File: src/rtl/ha_serial_adder.sv
// Bit-serial WIDTH-bit ripple adder fed LSB-first by the half-adder stage.
// Optional macro HA_SERIAL_SUB_EN adds a 'sub' port for two's-complement A-B.
module ha_serial_adder #(
  parameter int WIDTH = 8
) (
  input  logic             clk,
  input  logic             rst_n,
  input  logic             ena,
  input  logic             in_valid,
  input  logic             in_start,
  input  logic             a_bit,
  input  logic             b_bit,
`ifdef HA_SERIAL_SUB_EN
  input  logic             sub,
`endif
  output logic             out_valid,
  output logic             sum_bit,
  output logic             word_done,
  output logic [WIDTH-1:0] result,
  output logic             carry_out,
  output logic             overflow,
  output logic             busy
);

  localparam int CW = (WIDTH > 2) ? $clog2(WIDTH) : 1;
  localparam logic [CW-1:0] LAST_IDX = CW'(WIDTH - 1);

  typedef enum logic {IDLE, ACCUM} state_t;

  state_t           state_q, state_d;
  logic             carry_q, carry_d;
  logic [CW-1:0]    cnt_q, cnt_d;
  logic [WIDTH-1:0] shreg_q, shreg_d;
  logic [WIDTH-1:0] result_q, result_d;
  logic             carry_out_q, carry_out_d;
  logic             overflow_q, overflow_d;
  logic             sum_bit_q, sum_bit_d;
  logic             out_valid_q, out_valid_d;
  logic             word_done_q, word_done_d;

  logic accept, consume, last_bit;
  logic b_eff, c_in, s, c_next;

`ifdef HA_SERIAL_SUB_EN
  logic sub_q, sub_d, sub_eff;
  // The subtract mode is latched with bit 0 and held for the whole word.
  assign sub_eff = in_start ? sub : sub_q;
  assign b_eff   = b_bit ^ sub_eff;
  assign c_in    = in_start ? sub_eff : carry_q;
  assign sub_d   = (accept && in_start) ? sub : sub_q;
`else
  assign b_eff   = b_bit;
  assign c_in    = in_start ? 1'b0 : carry_q;
`endif

  assign s        = a_bit ^ b_eff ^ c_in;
  assign c_next   = (a_bit & b_eff) | (a_bit & c_in) | (b_eff & c_in);
  assign accept   = ena & in_valid;
  assign consume  = accept & (in_start | (state_q == ACCUM));
  assign last_bit = (state_q == ACCUM) & ~in_start & (cnt_q == LAST_IDX);

  always_comb begin
    state_d     = state_q;
    carry_d     = carry_q;
    cnt_d       = cnt_q;
    shreg_d     = shreg_q;
    result_d    = result_q;
    carry_out_d = carry_out_q;
    overflow_d  = overflow_q;
    sum_bit_d   = sum_bit_q;
    out_valid_d = consume;
    word_done_d = 1'b0;
    if (consume) begin
      sum_bit_d = s;
      carry_d   = c_next;
      state_d   = ACCUM;
      if (in_start) begin
        shreg_d = {s, {(WIDTH-1){1'b0}}};
        cnt_d   = CW'(1);
      end else begin
        shreg_d = {s, shreg_q[WIDTH-1:1]};
        cnt_d   = cnt_q + CW'(1);
      end
      if (last_bit) begin
        result_d    = {s, shreg_q[WIDTH-1:1]};
        carry_out_d = c_next;
        overflow_d  = c_in ^ c_next;
        word_done_d = 1'b1;
        cnt_d       = '0;
        state_d     = IDLE;
      end
    end
  end

  always_ff @(posedge clk or negedge rst_n) begin
    if (!rst_n) begin
      state_q     <= IDLE;
      carry_q     <= 1'b0;
      cnt_q       <= '0;
      shreg_q     <= '0;
      result_q    <= '0;
      carry_out_q <= 1'b0;
      overflow_q  <= 1'b0;
      sum_bit_q   <= 1'b0;
      out_valid_q <= 1'b0;
      word_done_q <= 1'b0;
`ifdef HA_SERIAL_SUB_EN
      sub_q       <= 1'b0;
`endif
    end else begin
      state_q     <= state_d;
      carry_q     <= carry_d;
      cnt_q       <= cnt_d;
      shreg_q     <= shreg_d;
      result_q    <= result_d;
      carry_out_q <= carry_out_d;
      overflow_q  <= overflow_d;
      sum_bit_q   <= sum_bit_d;
      out_valid_q <= out_valid_d;
      word_done_q <= word_done_d;
`ifdef HA_SERIAL_SUB_EN
      sub_q       <= sub_d;
`endif
    end
  end

  // Pulses are gated so a freshly dropped ena suppresses them immediately.
  assign out_valid = out_valid_q & ena;
  assign word_done = word_done_q & ena;
  assign sum_bit   = sum_bit_q;
  assign result    = result_q;
  assign carry_out = carry_out_q;
  assign overflow  = overflow_q;
  assign busy      = (state_q == ACCUM);

endmodule

File: config.mk
export PLATFORM = sky130hd
export DESIGN_NAME = ha_serial_adder
export DESIGN_NICKNAME = d
export VERILOG_FILES = /design/src/rtl/ha_serial_adder.sv
export SDC_FILE = /design/constraint.sdc
export NUM_CORES = 1
export LEC_CHECK = 0
export ABC_AREA = 1
export BUFFER_PORTS_ARGS = -buffer_cell sky130_fd_sc_hd__buf_2
export CAP_MARGIN = 10
export CORE_UTILIZATION = 40
export DETAILED_ROUTE_END_ITERATION = 7
export MAX_ROUTING_LAYER = met4
export RECOVER_POWER = 100
export SYNTH_ARGS = -nofsm -noshare
export SYNTH_HDL_FRONTEND = slang
export SYNTH_SLANG_ARGS = --single-unit
File: constraint.sdc
create_clock -name clk -period 1.4 [get_ports clk]
set_input_delay 0.14 -clock clk [delete_from_list [all_inputs] [get_ports clk]]
set_output_delay 0.14 -clock clk [all_outputs]
set_load 0.05 [all_outputs]
==> metrics.md <==
| Metric | Value |
|---|---|
| Worst-margin pin slew | approximately 0.61 ns |
| Post-layout nets | approximately 160 |
| Buffer type at the clock tree root | clkbuf_4 |
| Total overflow reported by the global router | 0 |
| Wire length per cell | 11.3 microns |
| Maximum number of pins on one net before global-route repair | 25 |
| Worst Path Class, Setup | flip-flop to flip-flop |
| Mapped Avg Cell Area | approximately 9 sq um |
| Number of nets with antenna violations after routing | 0 |
| Post-CTS repair timing setup buffer count | 0 |
| Cell with the most instances after synthesis | nand2_1 |
| Number of DRC markers in iteration 0 | 22 |
| Setup WS pre-CTS | -0.223 ns |
| Sequential-to-total area share from yosys stat | 0.558 |
| Floorplan core area | 2500 sq um |
| DP Wirelength | 1270 microns |
| Worst hold start | in_start |
| Worst Path Required | roughly 1.7 ns |
| I/O pin count | 21 |
| Final setup violating endpoints | 0 |
| Largest driver fanout on the critical path | 5 |
| Primary FF master, synth | dfrtp_1 |
| Mapped Cells | 123 |
| Count of buffers from port buffering | 20 |
| Count of endpoints failing hold in the final timing report | 0 |
| CTS HTree Levels | 1 |
| Synthesized cell area | 1080 sq um |
| Slack of the worst reg-to-reg path | between 0.08 and 0.09 ns |
| Critical Path Start Type | flip-flop |
| Worst VDD drop | 0.719 mV |
| Launch point of the worst reg-to-reg path | cnt_q[0]$_DFFE_PN0P_ |
| Post-Layout Inst Area | 1300 sq um |
| PwrDens | 1210 nW/um^2 |
| Final TNS setup | 0 ns |
| Final worst path period need | 1.32 ns |
| Global-route wire length before repair | 3130 microns |
| Starting utilization of the core area | 0.430 |
| Antenna fix cells | 0 |
| Later-pin clock latency in the skew report | 0.31 ns |
| Result of the run | completed |
| Synthesis-to-layout area growth | 20.8% |
| Share of the core filled with cells in the final layout | 0.520 |
| Clock tree sinks | 24 |
| Global-route usage over all layers | 0.157 |
| Highest clock frequency the design can meet | 760 MHz |
| Area enclosed by the die boundary | 2900 sq um |
| Fraction of post-synthesis cell area in the top cell type by area | 0.558 |
| Combinational fraction of design power | 0.176 |
| Number of cells on the worst hold path | 4 |
| Tightest slew margin relative to the limit | 0.597 |
| Number of warnings printed during yosys synthesis | 0 |
| Initial antenna violation count | 0 |
| Ratio of cells with drive above 1 in the final layout | 0.252 |
| Vias | 848 |
| Part of the power in the clock network | 0.318 |
| X dimension of the die | approximately 54 microns |
| Leakage power summed over all cells | approximately 0.77 nW |
| Std cell rows | 18 |
| # DRC | 0 |
| DP Area | 1210 sq um |
| Floorplan die height | 53.9 microns |
| Post-route clock skew | 0.0120 ns |
| Overall power | 1.57 mW |
| Flip-flop and latch count after synthesis | 24 |
| Ratio of final minimum period to clock period | 0.940 |
| Number of different library cells in the post-synthesis netlist | 16 |
| Portion of total power attributed to sequential cells | 0.506 |
| Signal arrival time at the worst endpoint | 1.57 ns |
| Post-detailed-route via-to-cell ratio | 4.69 |
| Number of buffers on the longest clock path | 2 |
| Post-synthesis net count | 133 |
| Internal portion of total power | 1.13 mW |
| Reg-to-reg critical path endpoint | result[0]$_DFFE_PN0P_ |
| Count of final max-slew check failures | 0 |
| Vias in the first global route | 694 |
| Worst-path clk slew | 0.13 ns |
| EDFF count, synth | 0 |
| Clock tree from TritonCTS | done |
| Net switching fraction of the power | 0.281 |
| Total length of routed wires | 2040 microns |
| Most numerous cell types in the synthesized netlist | nand2_1, dfrtp_1, inv_1, nand3_1, nor2_1 |
| Endpoint kind of the worst setup timing path | flip-flop |
| Unrepaired setup endpoints after global routing | no |
| Switching Power | between 0.4 and 0.5 mW |
| Leading area contributor after synthesis | dfrtp_1 |
| Async set-or-reset flop fraction in the synthesized netlist | 1.00 |
| Total CTS buffers | 3 |
| Hold EP | cnt_q[2]$_DFFE_PN0P_ |
| # Max-Cap Violations | 0 |
| Setup slack after layout | 0.0834 ns |
| First-pass iteration count of the detailed router | 4 |
| Ranking of synthesized cells by area | dfrtp_1, nand2_1, nand3_1, inv_1, ha_1 |
| Weighted congestion at the end of routability-driven global placement | 0.776 |
| Worst-case reg-to-reg path depth | 6 |
| HP Class | input port to flip-flop |
-- how the worst max path moves through the flow --
stage / slack (ns) / cells after the start / start / endpoint
after global routing: 0.009 / 7 / cnt_q[1]$_DFFE_PN0P_ / overflow$_DFFE_PN0P_
after floorplan: 0.06 / 5 / busy$_DFFE_PN0P_ / result[6]$_DFFE_PN0P_
after detailed placement: -0.22 / 6 / cnt_q[0]$_DFFE_PN0P_ / result[5]$_DFFE_PN0P_
final: 0.08 / 6 / cnt_q[0]$_DFFE_PN0P_ / result[0]$_DFFE_PN0P_
after global placement: -0.13 / 6 / cnt_q[0]$_DFFE_PN0P_ / overflow$_DFFE_PN0P_
after CTS: 0.06 / 7 / cnt_q[0]$_DFFE_PN0P_ / overflow$_DFFE_PN0P_
-- cell type report --
class | count | area [sq um]
Sequential cell | 24 | 601
Tap cell | 30 | 37.5
Clock inverter | 1 | 30.0
Fill cell | 231 | 1200
Timing Repair Buffer | 25 | 136
Inverter | 11 | 41.3
Multi-Input combinational cell | 87 | 432
Clock buffer | 3 | 22.5
-- flip-flops by register name (all words and copies together) (netlist names) --
name / flops
cnt_q: 3
carry_out: 1
carry_q: 1
out_valid_q: 1
busy: 1
shreg_q: 7
word_done_q: 1
overflow: 1
result: 8
-- metal layers --
| metal | vias up | track usage | routed length [microns] |
|---|---|---|---|
| li1 | 435 | - | - |
| met1 | 391 | 0.208 | 1030 |
| met2 | 20 | 0.237 | 906 |
| met3 | 2 | 0.0254 | 92 |
| met4 | 0 | 0.0658 | 14 |
| met5 | - | - | 0 |
-- critical path: stages (launching register included) --
cell	delay, ns
dfrtp_1	0.37
ha_1	0.15
ha_1	0.17
nand3_2	0.14
nor2_2	0.29
nand2_1	0.09
nand2_1	0.06
-- logic make-up after synthesis --
family          Yosys count  synth area share
flops                    24             0.558
buf+inv                  14            0.0663
compound gates            3            0.0174
simple gates             79             0.316
fa+ha+maj                 3            0.0419
-- power by group through the flow --
| stage | logic [mW] | registers, mW | clock network [mW] |
|---|---|---|---|
| floorplan | 0.142 | 0.862 | 0 |
| global placement | 0.269 | 0.808 | 0 |
| detailed placement | 0.274 | 0.810 | 0 |
| CTS | 0.279 | 0.795 | 0.519 |
| global route | 0.320 | 0.805 | 0.539 |
| finish | 0.278 | 0.796 | 0.500 |
-- cell usage in the layout (no fill, tap or decap) --
cell type      instances
nand2_4                2
nor2_1                 3
nor2_2                 1
inv_1                 10
nand2_2                2
dfrtp_1               24
o21ai_2                1
o21ai_0                2
nand2_1               59
clkbuf_4               3
clkbuf_1               1
dlygate4sd3_1          1
nand3_2                1
ha_1                   2
clkbuf_2              15
buf_2                  5
buf_4                  3
fa_1                   1
bufinv_16              1
inv_2                  1
nand3_1               10
nor2_4                 3
-- stage by stage --
stage,hold WS [ns],instances
final,0.192,181
after global routing,0.208,181
after CTS,0.143,179
after detailed placement,0.160,174
after global placement,0.153,174
after floorplan,-0.156,123
-- repair_timing --
| action | in CTS | in global routing |
|---|---|---|
| cloned | 0 | 2 |
| pin swaps | 0 | 2 |
| hold buffers | 1 | 0 |
| gates resized for setup | 2 | 3 |
| endpoints found under the hold margin | 24 | 0 |
| endpoints found under the setup margin | 11 | 10 |
Power figures use the tool's default switching activity.
